### config.mk
export PLATFORM = sky130hd
export DESIGN_NAME = tt_proj_sel_ctrl
export DESIGN_NICKNAME = d
export VERILOG_FILES = /design/src/rtl/tt_proj_sel_ctrl.sv
export SDC_FILE = /design/constraint.sdc
export NUM_CORES = 1
export LEC_CHECK = 0
export BUFFER_PORTS_ARGS = -buffer_cell sky130_fd_sc_hd__clkbuf_2
export CAP_MARGIN = 20
export CORE_MARGIN = 4
export CORE_UTILIZATION = 45
export DETAILED_ROUTE_END_ITERATION = 12
export HOLD_SLACK_MARGIN = 0.02
export PLACE_DENSITY = 0.67
export RECOVER_POWER = 100
export SYNTH_ARGS = -nofsm -noshare
export SYNTH_HDL_FRONTEND = slang
export SYNTH_SLANG_ARGS = --single-unit
### constraint.sdc
create_clock -name i_clk -period 2.71 [get_ports i_clk]
set_input_delay 0.542 -clock i_clk [delete_from_list [all_inputs] [get_ports i_clk]]
set_output_delay 0.542 -clock i_clk [all_outputs]
set_load 0.02 [all_outputs]
### src/rtl/tt_proj_sel_ctrl.sv
// tt_proj_sel_ctrl: sequences the one-hot project enable and shared project reset through reset, gap and release phases.
module tt_proj_sel_ctrl #(
    parameter int N_PROJ  = 24,
    parameter int ADDR_W  = 5,
    parameter int RST_CYC = 4,
    parameter int GAP_CYC = 2
) (
    input  logic              i_clk,
    input  logic              i_rst,
    input  logic              i_sel_valid,
    input  logic [ADDR_W-1:0] i_sel_addr,
    output logic              o_sel_ready,
    output logic [N_PROJ-1:0] o_ena,
    output logic              o_proj_rst_n,
    output logic [ADDR_W-1:0] o_cur_addr,
    output logic              o_cur_valid,
    output logic              o_done
);
    typedef enum logic [2:0] {S_IDLE, S_OLD_RST, S_GAP, S_NEW_RST, S_ACTIVE} state_t;
    localparam logic [7:0] RST_LD = 8'(RST_CYC - 1);
    localparam logic [7:0] GAP_LD = 8'(GAP_CYC - 1);
    localparam logic [ADDR_W:0] N_LIM = (ADDR_W+1)'(N_PROJ);

    state_t              r_state, w_nxt_state;
    logic [7:0]          r_cnt, w_nxt_cnt;
    logic [ADDR_W-1:0]   r_target, w_nxt_target;
    logic [N_PROJ-1:0]   r_ena, w_nxt_ena;
    logic                r_prst_n, w_nxt_prst_n;
    logic [ADDR_W-1:0]   r_cur_addr, w_nxt_cur_addr;
    logic                r_cur_valid, w_nxt_cur_valid;
    logic                r_done, w_nxt_done;
    logic                w_accept, w_sel_ok, w_tgt_ok, w_cnt_zero;

    assign o_sel_ready  = (r_state == S_IDLE) || (r_state == S_ACTIVE);
    assign o_ena        = r_ena;
    assign o_proj_rst_n = r_prst_n;
    assign o_cur_addr   = r_cur_addr;
    assign o_cur_valid  = r_cur_valid;
    assign o_done       = r_done;

    always_comb begin
        w_accept        = i_sel_valid && o_sel_ready;
        w_sel_ok        = {1'b0, i_sel_addr} < N_LIM;
        w_tgt_ok        = {1'b0, r_target} < N_LIM;
        w_cnt_zero      = r_cnt == 8'd0;
        w_nxt_state     = r_state;
        w_nxt_cnt       = w_cnt_zero ? r_cnt : r_cnt - 8'd1;
        w_nxt_target    = r_target;
        w_nxt_ena       = r_ena;
        w_nxt_prst_n    = r_prst_n;
        w_nxt_cur_addr  = r_cur_addr;
        w_nxt_cur_valid = r_cur_valid;
        w_nxt_done      = 1'b0;
        case (r_state)
            S_IDLE: if (w_accept) begin
                w_nxt_target = i_sel_addr;
                if (w_sel_ok) begin
                    w_nxt_state     = S_NEW_RST;
                    w_nxt_cnt       = RST_LD;
                    w_nxt_ena       = N_PROJ'(1) << i_sel_addr;
                    w_nxt_prst_n    = 1'b0;
                    w_nxt_cur_addr  = i_sel_addr;
                    w_nxt_cur_valid = 1'b1;
                end else begin
                    w_nxt_done = 1'b1;
                end
            end
            S_OLD_RST: if (w_cnt_zero) begin
                w_nxt_state     = S_GAP;
                w_nxt_cnt       = GAP_LD;
                w_nxt_ena       = '0;
                w_nxt_cur_valid = 1'b0;
            end
            // the gap always separates old and new enables, even for the same address
            S_GAP: if (w_cnt_zero) begin
                if (w_tgt_ok) begin
                    w_nxt_state     = S_NEW_RST;
                    w_nxt_cnt       = RST_LD;
                    w_nxt_ena       = N_PROJ'(1) << r_target;
                    w_nxt_cur_addr  = r_target;
                    w_nxt_cur_valid = 1'b1;
                end else begin
                    w_nxt_state = S_IDLE;
                    w_nxt_done  = 1'b1;
                end
            end
            S_NEW_RST: if (w_cnt_zero) begin
                w_nxt_state  = S_ACTIVE;
                w_nxt_prst_n = 1'b1;
                w_nxt_done   = 1'b1;
            end
            S_ACTIVE: if (w_accept) begin
                w_nxt_state  = S_OLD_RST;
                w_nxt_cnt    = RST_LD;
                w_nxt_target = i_sel_addr;
                w_nxt_prst_n = 1'b0;
            end
            default: w_nxt_state = S_IDLE;
        endcase
    end

    always_ff @(posedge i_clk) begin
        if (i_rst) begin
            r_state     <= S_IDLE;
            r_cnt       <= '0;
            r_target    <= '0;
            r_ena       <= '0;
            r_prst_n    <= 1'b0;
            r_cur_addr  <= '0;
            r_cur_valid <= 1'b0;
            r_done      <= 1'b0;
        end else begin
            r_state     <= w_nxt_state;
            r_cnt       <= w_nxt_cnt;
            r_target    <= w_nxt_target;
            r_ena       <= w_nxt_ena;
            r_prst_n    <= w_nxt_prst_n;
            r_cur_addr  <= w_nxt_cur_addr;
            r_cur_valid <= w_nxt_cur_valid;
            r_done      <= w_nxt_done;
        end
    end
endmodule

==> flow_summary.ini <==
[sta]
slew_headroom = 0.3019
final.setup.tns_ns = 0
slew_violations = 0
worst_slew_pin_slew_ns = 1.047
clock-skew-final_ns = 0.006893
fmax_mhz = 438.8
rsz0062_at_grt = no
hold_violations = 0
fin_crit_sh = 0.8409
setup_violations = 0
period_minus_slack_ns = 2.279

[logic_synthesis]
synth_common_cells = dfxtp_1, nand2_1, nor2_1
synth_edf_count = 0
ys_ff_latch = 48
synthDistinctLibCells = 45
syn_area_um2 = 2196
synth_most_common_cell = dfxtp_1
syn_area_per_cell_um2 = 9.265
syn_nets = 247
synth_cells = 237
synthTopCellsByArea = dfxtp_1, a32o_1, a22o_1
yosys_warnings = 0
synth_ff_type = dfxtp_1
synth_top_area_share = 0.4376
async_flop_share = 0
synth_seq_area_share = 0.4376
yosys.area.top_type = dfxtp_1

[setup_path]
worstReg2RegEnd = r_cnt[0]
reg2reg_setup_slack_ns = 0.43
cp_cell_sequence = inv_1 > ha_1 > nor3b_2 > nand2_1 > ha_1 > and2_1 > o21ai_0 > a31oi_1 > a31o_2
crit_top_cell = ha_1
cp_slowest_cell = ha_1
path_class = flip-flop to flip-flop
r2r-start = r_cnt[0]
r2r_cells = 9
cp.required_ns = 2.91
crit_family = simple AND/OR/NAND/NOR gates
worstPathMaxFanout = 5
worst-path-buf-inv = 1
end_kind = flip-flop
arrival_ns = 2.48
startpoint_type = flip-flop
slowest_delay_ns = 0.35

[cts]
clock_sinks = 48
cts_max_level = 2
ctsResizeCount = 0
cts-buffers-inserted = 5
post_cts_buffers = 0
clkLatencyLatePin_ns = 0.30
clk_pin_slew_worst_paths_ns = 0.09
clk_path_buf_depth = 2
cts_hold_buffers = 0
clockRootBuffer = clkbuf_8
tritoncts = done

[route]
drc = 0
drt_iter0_markers = 140
firstDrtPassIters = 4
via_per_inst = 5.566
vias = 1898
wl_per_cell_um = 14.65
ant_nets = 0
drt-total-wl_um = 4995

[power_and_ir_drop]
p_total_mw = 2.607
p_leak_nw = 0.9587
max-vdd-ir-drop_v = 0.0005132
powerDensity_nw_per_um2 = 1043

[global_route]
grt_pass1_vias = 1776
antenna_found_initial = 0
grt.total_usage = 0.1747
grt_overflow = 0
grt_pass1_wl_um = 8473
grt_max_degree = 26

[finish]
diodes = 0
final_layout_size_suffix_gt1_frac = 0.1058
fin_nets = 283
postLayoutCoreUtil = 0.5293
fillCellCount = 467
areaGrowthSynthToFinish_pct = 13.85

[min_path]
whs_endpoint = o_cur_valid
min_from = o_cur_valid
hold_path_class = flip-flop to flip-flop
holdPathStages = 1

[floorplanning]
dieArea_um2 = 6061
top_level_ports = 41
die_height_um = 77.86
die_w_um = 77.86
row_count = 25
start_util = 0.4649
core_um2 = 4723

[placed_design]
portBuffers = 40
dp_hpwl_um = 3506
place.gp.congestion = 0.8243

[job]
maxCapViolCount = 0

[outcome]
status = complete, no violations
metrics by stage:
stage	std cells	cell area [um^2]	hold slack, ns	worst slack [ns]
2_1_floorplan	237	2196	0.5177	0.7011
3_3_place_gp	333	2457	0.4348	0.4545
3_5_place_dp	333	2457	0.4463	0.4654
4_1_cts	341	2554	0.4684	0.4310
5_1_grt	341	2500	0.4971	0.2592
6_report	341	2500	0.4645	0.4312
placed cells by master, fill, tap and decap left out, types with 2 or more instances in the layout:
| master | Yosys | layout |
|---|---|---|
| nand3b_1 | 6 | 6 |
| dfxtp_1 | 48 | 48 |
| nand3_1 | 12 | 12 |
| xnor2_1 | 4 | 4 |
| clkbuf_8 | 0 | 6 |
| ha_1 | 2 | 2 |
| or3_1 | 2 | 2 |
| nor2_1 | 23 | 23 |
| nor3b_2 | 2 | 2 |
| a22o_1 | 11 | 11 |
| xor2_1 | 3 | 3 |
| nor3_1 | 3 | 3 |
| buf_4 | 1 | 4 |
| nand2b_1 | 3 | 3 |
| a32o_1 | 19 | 19 |
| a21o_1 | 3 | 3 |
| clkbuf_1 | 12 | 35 |
| inv_1 | 4 | 4 |
| clkbuf_2 | 0 | 7 |
| a21oi_1 | 6 | 6 |
| nand4b_1 | 2 | 2 |
| nand2_1 | 24 | 24 |
| mux2i_1 | 7 | 7 |
| o21ai_0 | 11 | 13 |
| nor3b_1 | 2 | 2 |
| a21oi_2 | 2 | 2 |
final cells by class:
class,count,area [um^2],area share
clock buffer,6,82.58,0.03303
tap,67,83.83,0.03353
timing repair buffer,46,196.4,0.07858
clock inverter,2,13.76,0.005506
sequential,48,960.9,0.3844
inverter,4,15.01,0.006006
multi-input combinational,168,1147,0.4590
sequential cells by signal, indices dropped and copies added (netlist names):
name          cells
r_target          5
o_done            1
o_cur_addr        5
r_cnt             8
r_state           3
o_ena            24
o_proj_rst_n      1
o_cur_valid       1
metal layers:
layer,track usage,vias to the layer above,wire length [um]
li1,-,952,-
met1,0.2394,889,2403
met2,0.2603,49,2199
met3,0.04640,8,311
met4,0.06762,0,81
met5,0,-,0
logic make-up (layout without fill, tap and decap cells):
logic type               after synthesis  after routing  synth area share
AO/OA/AOI/OAI                         65             65            0.2416
XOR/XNOR                               7              7           0.02792
adder cells (fa/ha/maj)                2              2           0.01139
buffers and inverters                 21             58           0.03988
flip-flops                            48             48            0.4376
multiplexers                           7              7           0.03191
AND/OR/NAND/NOR                       87             87            0.2097
worst register-to-register path: cells and delay by family (launching register included):
| kind | cells | cell delay, ns |
|---|---|---|
| adder cells (fa/ha/maj) | 2 | 0.59 |
| flip-flops | 1 | 0.34 |
| buffers and inverters | 1 | 0.07 |
| AND/OR/NAND/NOR | 3 | 0.68 |
| AO/OA/AOI/OAI | 3 | 0.50 |
power breakdown:
| group | leakage [nW] | internal (mW) | switching [mW] |
|---|---|---|---|
| Combinational | 0.517 | 0.458 | 0.709 |
| Clock | 0.0516 | 0.209 | 0.243 |
| Sequential | 0.390 | 0.825 | 0.163 |
| Total | 0.959 | 1.49 | 1.12 |
how the worst max path moves through the flow:
stage	from	end	slack, ns	cells after the start
floorplan	r_cnt[0]	r_cnt[0]	0.70	9
global placement	r_cnt[0]	r_cnt[0]	0.45	9
detailed placement	r_cnt[0]	r_cnt[0]	0.47	9
CTS	r_cnt[0]	r_cnt[0]	0.43	9
global route	r_cnt[0]	o_ena[9]	0.26	6
finish	r_cnt[0]	r_cnt[0]	0.43	9
Power figures use the tool's default switching activity.
